==> src/rtl/program_flow_unit.sv <==
`default_nettype none
// ============================================================================
//  Module      : program_flow_unit
//  Description : Owns the PC. Resolves relative branches from status flags,
//                moves status to and from GP registers, and runs trap
//                entry/return. Optional macro PF_BRANCH_STATS_EN adds a
//                saturating taken-branch counter.
//  Revision    : 1.0 - initial release
// ============================================================================
module program_flow_unit #(
    parameter int                 ADDR_W   = 20,
    parameter int                 STAT_W   = 4,
    parameter logic [ADDR_W-1:0]  RESET_PC = '0,
    parameter logic [ADDR_W-1:0]  TRAP_VEC = 'h00010
) (
    input  logic              clock,
    input  logic              reset,
    input  logic              instr_valid,
    output logic              instr_ready,
    input  logic [3:0]        opcode,
    input  logic [ADDR_W-1:0] rel_addr,
    input  logic [STAT_W-1:0] status_in,
    input  logic [STAT_W-1:0] gp_in,
    input  logic              trap_req,
    output logic [ADDR_W-1:0] pc,
    output logic              branch_taken,
    output logic [STAT_W-1:0] gp_out,
    output logic              gp_we,
    output logic [STAT_W-1:0] status_out,
    output logic              status_we,
    output logic              in_trap,
    output logic [ADDR_W-1:0] saved_pc
`ifdef PF_BRANCH_STATS_EN
    ,
    output logic [15:0]       taken_count
`endif
);

    localparam logic [3:0] c_op_nop   = 4'd0;
    localparam logic [3:0] c_op_jmp   = 4'd1;
    localparam logic [3:0] c_op_jmpz  = 4'd2;
    localparam logic [3:0] c_op_jmps  = 4'd3;
    localparam logic [3:0] c_op_jmpzs = 4'd4;
    localparam logic [3:0] c_op_lstat = 4'd5;
    localparam logic [3:0] c_op_xstat = 4'd6;
    localparam logic [3:0] c_op_trap  = 4'd7;
    localparam logic [3:0] c_op_rtt   = 4'd8;

    typedef enum logic [1:0] {
        ST_RUN   = 2'd0,
        ST_ENTER = 2'd1,
        ST_EXIT  = 2'd2
    } state_t;

    state_t              state_q, state_d;
    logic [ADDR_W-1:0]   pc_q, pc_d;
    logic [ADDR_W-1:0]   saved_pc_q, saved_pc_d;
    logic [STAT_W-1:0]   saved_status_q, saved_status_d;
    logic [STAT_W-1:0]   gp_out_q, gp_out_d;
    logic [STAT_W-1:0]   status_out_q, status_out_d;
    logic                in_trap_q, in_trap_d;
    logic                branch_taken_q, branch_taken_d;
    logic                gp_we_q, gp_we_d;
    logic                status_we_q, status_we_d;

    logic                w_trap_req_eff;
    logic                w_accept;
    logic                w_taken;
    logic                w_enter;
    logic [ADDR_W-1:0]   w_enter_pc;
    logic [ADDR_W-1:0]   w_pc_inc;
    logic [ADDR_W-1:0]   w_pc_rel;

    // An external request only matters outside trap mode; it blocks decode.
    assign w_trap_req_eff = trap_req && !in_trap_q;
    assign instr_ready    = (state_q == ST_RUN) && !w_trap_req_eff;
    assign w_accept       = instr_valid && instr_ready;
    assign w_pc_inc       = pc_q + ADDR_W'(1);
    assign w_pc_rel       = pc_q + rel_addr;

    always_comb begin
        state_d        = ST_RUN;
        pc_d           = pc_q;
        saved_pc_d     = saved_pc_q;
        saved_status_d = saved_status_q;
        gp_out_d       = gp_out_q;
        status_out_d   = status_out_q;
        in_trap_d      = in_trap_q;
        branch_taken_d = 1'b0;
        gp_we_d        = 1'b0;
        status_we_d    = 1'b0;
        w_taken        = 1'b0;
        w_enter        = 1'b0;
        w_enter_pc     = pc_q;

        if (state_q == ST_RUN) begin
            if (w_trap_req_eff) begin
                w_enter    = 1'b1;
                w_enter_pc = pc_q;
            end else if (w_accept) begin
                pc_d = w_pc_inc;
                case (opcode)
                    c_op_nop: ;
                    c_op_jmp:   w_taken = 1'b1;
                    c_op_jmpz:  w_taken = status_in[0];
                    c_op_jmps:  w_taken = status_in[1];
                    c_op_jmpzs: w_taken = status_in[0] && status_in[1];
                    c_op_lstat: begin
                        gp_out_d = status_in;
                        gp_we_d  = 1'b1;
                    end
                    c_op_xstat: begin
                        if (in_trap_q) begin
                            status_out_d = status_in ^ gp_in;
                            status_we_d  = 1'b1;
                        end
                    end
                    c_op_rtt: begin
                        if (in_trap_q) begin
                            pc_d         = saved_pc_q;
                            status_out_d = saved_status_q;
                            status_we_d  = 1'b1;
                            in_trap_d    = 1'b0;
                            state_d      = ST_EXIT;
                        end
                    end
                    // TRAP and every illegal opcode; inside a trap they are NOPs.
                    default: begin
                        if (!in_trap_q) begin
                            w_enter    = 1'b1;
                            w_enter_pc = w_pc_inc;
                        end
                    end
                endcase

                if (w_taken) begin
                    pc_d           = w_pc_rel;
                    branch_taken_d = 1'b1;
                end
            end

            if (w_enter) begin
                saved_pc_d     = w_enter_pc;
                saved_status_d = status_in;
                pc_d           = TRAP_VEC;
                in_trap_d      = 1'b1;
                state_d        = ST_ENTER;
            end
        end
    end

    always_ff @(posedge clock) begin
        if (reset) begin
            state_q        <= ST_RUN;
            pc_q           <= RESET_PC;
            saved_pc_q     <= '0;
            saved_status_q <= '0;
            gp_out_q       <= '0;
            status_out_q   <= '0;
            in_trap_q      <= 1'b0;
            branch_taken_q <= 1'b0;
            gp_we_q        <= 1'b0;
            status_we_q    <= 1'b0;
        end else begin
            state_q        <= state_d;
            pc_q           <= pc_d;
            saved_pc_q     <= saved_pc_d;
            saved_status_q <= saved_status_d;
            gp_out_q       <= gp_out_d;
            status_out_q   <= status_out_d;
            in_trap_q      <= in_trap_d;
            branch_taken_q <= branch_taken_d;
            gp_we_q        <= gp_we_d;
            status_we_q    <= status_we_d;
        end
    end

    assign pc           = pc_q;
    assign branch_taken = branch_taken_q;
    assign gp_out       = gp_out_q;
    assign gp_we        = gp_we_q;
    assign status_out   = status_out_q;
    assign status_we    = status_we_q;
    assign in_trap      = in_trap_q;
    assign saved_pc     = saved_pc_q;

`ifdef PF_BRANCH_STATS_EN
    logic [15:0] taken_count_q, taken_count_d;

    always_comb begin
        taken_count_d = taken_count_q;
        if (branch_taken_d && (taken_count_q != 16'hFFFF)) begin
            taken_count_d = taken_count_q + 16'd1;
        end
    end

    always_ff @(posedge clock) begin
        if (reset) begin
            taken_count_q <= 16'd0;
        end else begin
            taken_count_q <= taken_count_d;
        end
    end

    assign taken_count = taken_count_q;
`endif

endmodule
`default_nettype wire

==> config.mk <==
export PLATFORM = sky130hd
export DESIGN_NAME = program_flow_unit
export DESIGN_NICKNAME = d
export VERILOG_FILES = /design/src/rtl/program_flow_unit.sv
export SDC_FILE = /design/constraint.sdc
export NUM_CORES = 1
export LEC_CHECK = 0
export ABC_AREA = 1
export BUFFER_PORTS_ARGS = -buffer_cell sky130_fd_sc_hd__clkbuf_2
export CORE_UTILIZATION = 45
export CTS_CLUSTER_SIZE = 25
export DETAILED_ROUTE_END_ITERATION = 10
export GPL_ROUTABILITY_DRIVEN = 0
export GPL_TIMING_DRIVEN = 0
export PLACE_DENSITY = 0.73
export SLEW_MARGIN = 20
export SYNTH_ARGS = -nofsm -noshare
export SYNTH_HDL_FRONTEND = slang
export SYNTH_SLANG_ARGS = --single-unit
==> constraint.sdc <==
create_clock -name clock -period 3.38 [get_ports clock]
set_input_delay 0.169 -clock clock [delete_from_list [all_inputs] [get_ports clock]]
set_output_delay 0.169 -clock clock [all_outputs]
set_load 0.03 [all_outputs]
### Word level (Yosys, flattened, before mapping)

Cells that the tools add are included.

| storage, ports and cells | value |
|---|---|
| word-level logic and storage cells | 85 |
| register bits | 58 |
| output and inout bits | 53 |

| operators by class | value |
|---|---|
| multiplexer cells | 34 |
| add/sub/neg operators | 2 |
| bitwise gates (word level) | 6 |
| equality and inequality tests | 10 |
| reduce and logical (&&, ||, !) cells | 22 |

Operators with widths:

| operator | number |
|---|---|
| $mux 20 | 10 |
| $add 20x1->20 const B | 1 |
| $add 20x20->20 | 1 |
| $mux 1 | 19 |
| $eq 4x3->1 const B | 3 |
| $eq 4x2->1 const B | 2 |
| $mux 4 | 2 |
| $pmux 4 s2 | 1 |
| $reduce_and 4->1 | 2 |
| $reduce_or 8->1 | 1 |
| $reduce_and 6->1 | 1 |
| $reduce_bool 2->1 | 3 |
| $reduce_or 6->1 | 1 |
| $not 1->1 | 5 |
| $reduce_or 5->1 | 1 |
| $eq 4x1->1 const B | 1 |
| $eq 4x4->1 const B | 1 |
| $logic_and 1x1->1 | 4 |
| $logic_not 4->1 | 1 |
| $ne 2x2->1 const B | 2 |
| $pmux 1 s4 | 1 |
| $reduce_or 2->1 | 2 |
| $reduce_or 4->1 | 1 |
| $xor 4x4->4 | 1 |
| other kinds (6) | 7 |

### Longest topological paths before layout

| depth | value |
|---|---|
| depth in word-level cells | 12 |
| mapped depth | 13 |

### Worst setup path after synthesis

Ideal clock, no wire load.

| timing path | value |
|---|---|
| path type | reg-to-reg |
| from | reg pc_q[0], in the netlist pc[0] |
| to | reg pc_q[16], in the netlist pc[16] |
| setup slack | 1,410 ps |
| stages on the path, launching flop included | 13 |
| period minus slack after synthesis | 1,970 ps |
| path buffers | 0 |
| data arrival time | 1,838 ps |
| cell sequence | dfxtp_1 -> ha_1 -> fa_1 -> nand3_1 -> nand3_1 -> nand2_1 -> nand2_1 -> nand2_1 -> nand2_1 -> nand2_1 -> nand3_1 -> nand2_1 -> a21oi_1 |

| on the way | value |
|---|---|
| word-level cells in the longest chain between the ends | 7 |

Ends and longest elaborated chain:

| element | line | source |
|---|---|---|
| start, declared | 56 | `logic [ADDR_W-1:0] pc_q, pc_d;` |
| start signal, assigned | 166 | `pc_q <= pc_d;` |
| $add 20x1->20 | 78 | `assign w_pc_inc = pc_q + ADDR_W'(1);` |
| $mux 20 | 119 | `if (in_trap_q) begin` |
| $mux 20 | 102 | `case (opcode)` |
| $mux 20 (*) | 136 | `if (w_taken) begin` |
| $mux 20 (*) | 100 | `end else if (w_accept) begin` |
| $mux 20 (*) | 97 | `if (w_trap_req_eff) begin` |
| $mux 20 (*) | 142 | `if (w_enter) begin` |

Every way passes the cells marked *; elsewhere a longest branch is shown, timed or not. The select of a mux whose other input is x is not followed.
A chain may end at the register's enable or synchronous reset.

### Worst setup path after layout

| timing path | value |
|---|---|
| from | reg pc_q[0], in the netlist pc[0] |
| to | reg pc_q[12], in the netlist pc[12] |

The elaborated chain is that of the path after synthesis.

==> key figures <==
Outcome
  • Result of the run: complete, no violations

Floorplan
  • Area enclosed by the die boundary: about 10000 sq um
  • DIE HEIGHT: about 100 um
  • IO Pins: 89
  • Starting Density: 0.472
  • Number of rows in the core area: 35
  • DIE WIDTH: a little over 100 um
  • Core Area: 9420 sq um

Detailed routing
  • Wire length per cell: 14.8 um
  • Number of vias per cell after detailed routing: 5.45
  • Post-route antenna net violation count: 0
  • Vias: 5337
  • DRC Markers: 0
  • Number of optimization iterations in the first detailed-route pass: 7
  • Wirelength, routed: 14500 um
  • Iter 0 DRT Violations: 410

Hold path
  • Min-delay worst type: in2reg

Clocking
  • Clock tree from TritonCTS: done
  • Clock Pin Slew Worst Setup and Hold Paths: 0.07 ns
  • Inserted Clock Buffers: 9
  • Clk_lat worst skew: ~0.35 ns
  • Max clock buf depth: 2
  • Clk Tree Root Cell: clkbuf_8
  • Number of levels in the clock H-tree: 3
  • CTS hold repair buffers: 0
  • Total of cells resized after clock tree synthesis: 0
  • Clock net sink count: 58
  • Number of post-CTS setup repair buffers: 0

STA
  • Final setup violation count: 0
  • Final slew viol count: 0
  • Number of failing hold endpoints at the final stage: 0
  • Achievable clock frequency: between 400 and 500 MHz
  • TNS Setup: 0 ns
  • Post-route fraction of the period consumed by the critical path: 0.690
  • Worst Tran Pin Value: around 0.73 ns
  • Clock Skews: 0.0110 ns
  • RSZ-0062 raised after global routing: no
  • Max-slew headroom: 0.516
  • Shortest clock period the worst path allows after layout: 2.33 ns

Global routing
  • Maximum number of pins on one net before global-route repair: 11
  • GRT Resource Usage Total: 0.290
  • Busiest layer in global routing: met2
  • Number of global-route vias before repair: 4855
  • Met1 track demand over resource: 0.387
  • Met2 global-route usage: 0.458
  • Met3 track demand over resource: 0.0504
  • Sum of overflow across all layers after global routing: 0
  • Antenna violations before repair: 0
  • First-pass GRT wire length: roughly 23000 um

Synth
  • Cells after synthesis: 747
  • Avg Inst Size Synth: about 6 sq um
  • Number of different library cells in the post-synthesis netlist: 34
  • Number of enable-type register cells in the synthesized netlist: 0
  • Syn Nets: 804
  • Area of the mapped netlist: ~4400 sq um
  • Ys async rst share: 0
  • Synth Register Bits: 58
  • Synthesis warning total: 0
  • Ys flop type: dfxtp_1
  • Fraction of the yosys area taken by sequential cells: 0.261

Layout
  • Commonest non-fill, non-tap cells in the layout: nand2_1, nor2_1, clkbuf_2
  • Number of antenna cells inserted: 0
  • Fraction of layout cells with a size suffix above 1: 0.145
  • Most common cell after layout, fill and taps aside: nand2_1
  • Area growth from synthesis to final layout: 18.8%
  • Net count reported at finish: approximately 900

Power
  • Net load switching power: 673 uW
  • Switching power as a share of total power: 0.333
  • Power share of the combinational group: 0.238
  • Pwr dens: 383 nW/um^2
  • Static Leakage: 2.46 nW
  • Reg power frac: 0.384
  • IR Drop Worst-Case VDD: approximately 0.27 mV
  • Design Power: just over 2 mW
  • Cell-internal power: 1.35 mW
  • Clock share of power: 0.378

Worst setup path
  • Worst setup SP type: register
  • Critical Setup Path Class: reg2reg
  • Required arrival time at the worst endpoint: 3.60 ns
  • Maximum net fanout on the critical path: 10
  • Crit end category: register
  • Critical path data arrival time: ~2.6 ns

Placement
  • Count of buffers from port buffering: between 80 and 90
  • Detailed placement HPWL: ~11000 um

Flow run
  • Count of maximum capacitance violations: 0
==> worst max-delay path, cell delays in order, from the launching register on <==
cell	delay (ns)
dfxtp_1	0.46
ha_1	0.32
fa_1	0.46
nand3_1	0.10
nand3_1	0.13
nand2_1	0.10
nand2_1	0.13
nand2_1	0.13
nand2_1	0.06
nand2_1	0.05
nand3_1	0.09
nand2_1	0.12
a21oi_1	0.06
==> final timing paths <==
check,slack [ns],startpoint,cells after the start,to
setup / recovery,1.05,pc[0],12,pc[12]
hold / removal,0.09,status_in[2],3,saved_status_q[2]
setup reg to reg,1.05,pc[0],12,pc[12]
hold reg to reg,0.48,gp_out[1],2,gp_out[1]
==> layer usage <==
| layer | part of all wire | up-vias | routed length [um] |
|---|---|---|---|
| li1 | - | 2631 | - |
| met2 | 0.45 | 281 | 6480 |
| met5 | 0 | - | 0 |
| met4 | 0.028 | 0 | 402 |
| met3 | 0.087 | 36 | 1260 |
| met1 | 0.44 | 2389 | 6310 |
==> power by group through the flow <==
stage	Combinational [mW]	Clock [mW]	Sequential (mW)
2_1_floorplan	0.259	0	0.848
3_3_place_gp	0.465	0	0.787
3_5_place_dp	0.473	0	0.790
4_1_cts	0.475	0.773	0.774
5_1_grt	0.530	0.797	0.780
6_report	0.481	0.765	0.776
==> metrics by stage <==
| stage | util | instances | instance area [sq um] | hold slack [ns] | setup slack (ns) |
|---|---|---|---|---|---|
| 2_1_floorplan | - | 747 | 4440 | 0.304 | 1.41 |
| 3_3_place_gp | 0.535 | 963 | 5040 | 0.443 | 1.13 |
| 3_5_place_dp | 0.535 | 963 | 5040 | 0.457 | 1.08 |
| 4_1_cts | 0.561 | 979 | 5280 | 0.0847 | 1.07 |
| 5_1_grt | 0.561 | 979 | 5280 | 0.119 | 0.889 |
| 6_report | 0.561 | 979 | 5280 | 0.0881 | 1.05 |
==> synth_stat cells (all sizes together), types with 3 or more instances <==
library cell	count	area (sq um)
nand4	7	58.8
nor3	5	25.0
nor2	93	357
and2	3	18.8
clkbuf	14	52.6
nand2	212	803
a21oi	81	417
o211ai	6	45.0
o21ai	49	245
a211oi	6	50.1
nand3	67	335
xor2	11	96.3
a31oi	6	37.5
xnor2	6	52.6
inv	84	315
buf	12	61.3
dfxtp	58	1160
ha	20	250
==> cells by family (layout without fill, tap and decap cells) <==
| group | count (synthesis) | in the layout | synth area share |
|---|---|---|---|
| fa+ha+maj | 21 | 21 | 0.0608 |
| compound gates | 151 | 151 | 0.184 |
| xor+xnor | 17 | 17 | 0.0335 |
| flops | 58 | 58 | 0.261 |
| simple gates | 389 | 389 | 0.363 |
| buf+inv | 111 | 214 | 0.0974 |
==> flip-flops by register name, indices dropped and copies added (netlist names) <==
signal,cells
branch_taken,1
gp_we,1
status_out,4
saved_pc,20
state_q,2
saved_status_q,4
in_trap,1
gp_out,4
status_we,1
pc,20
==> layout make-up <==
type                    count  area (sq um)
plain buffers              26           114
clock buffers              12           165
clock inverters             4          72.6
fillers                   951          4140
inverters                  85           319
multi-input cells         578          2850
flip-flops and latches     58          1160
well taps                 129           161
repair buffers             87           435
No activity file was read; power rests on OpenSTA's default activity.
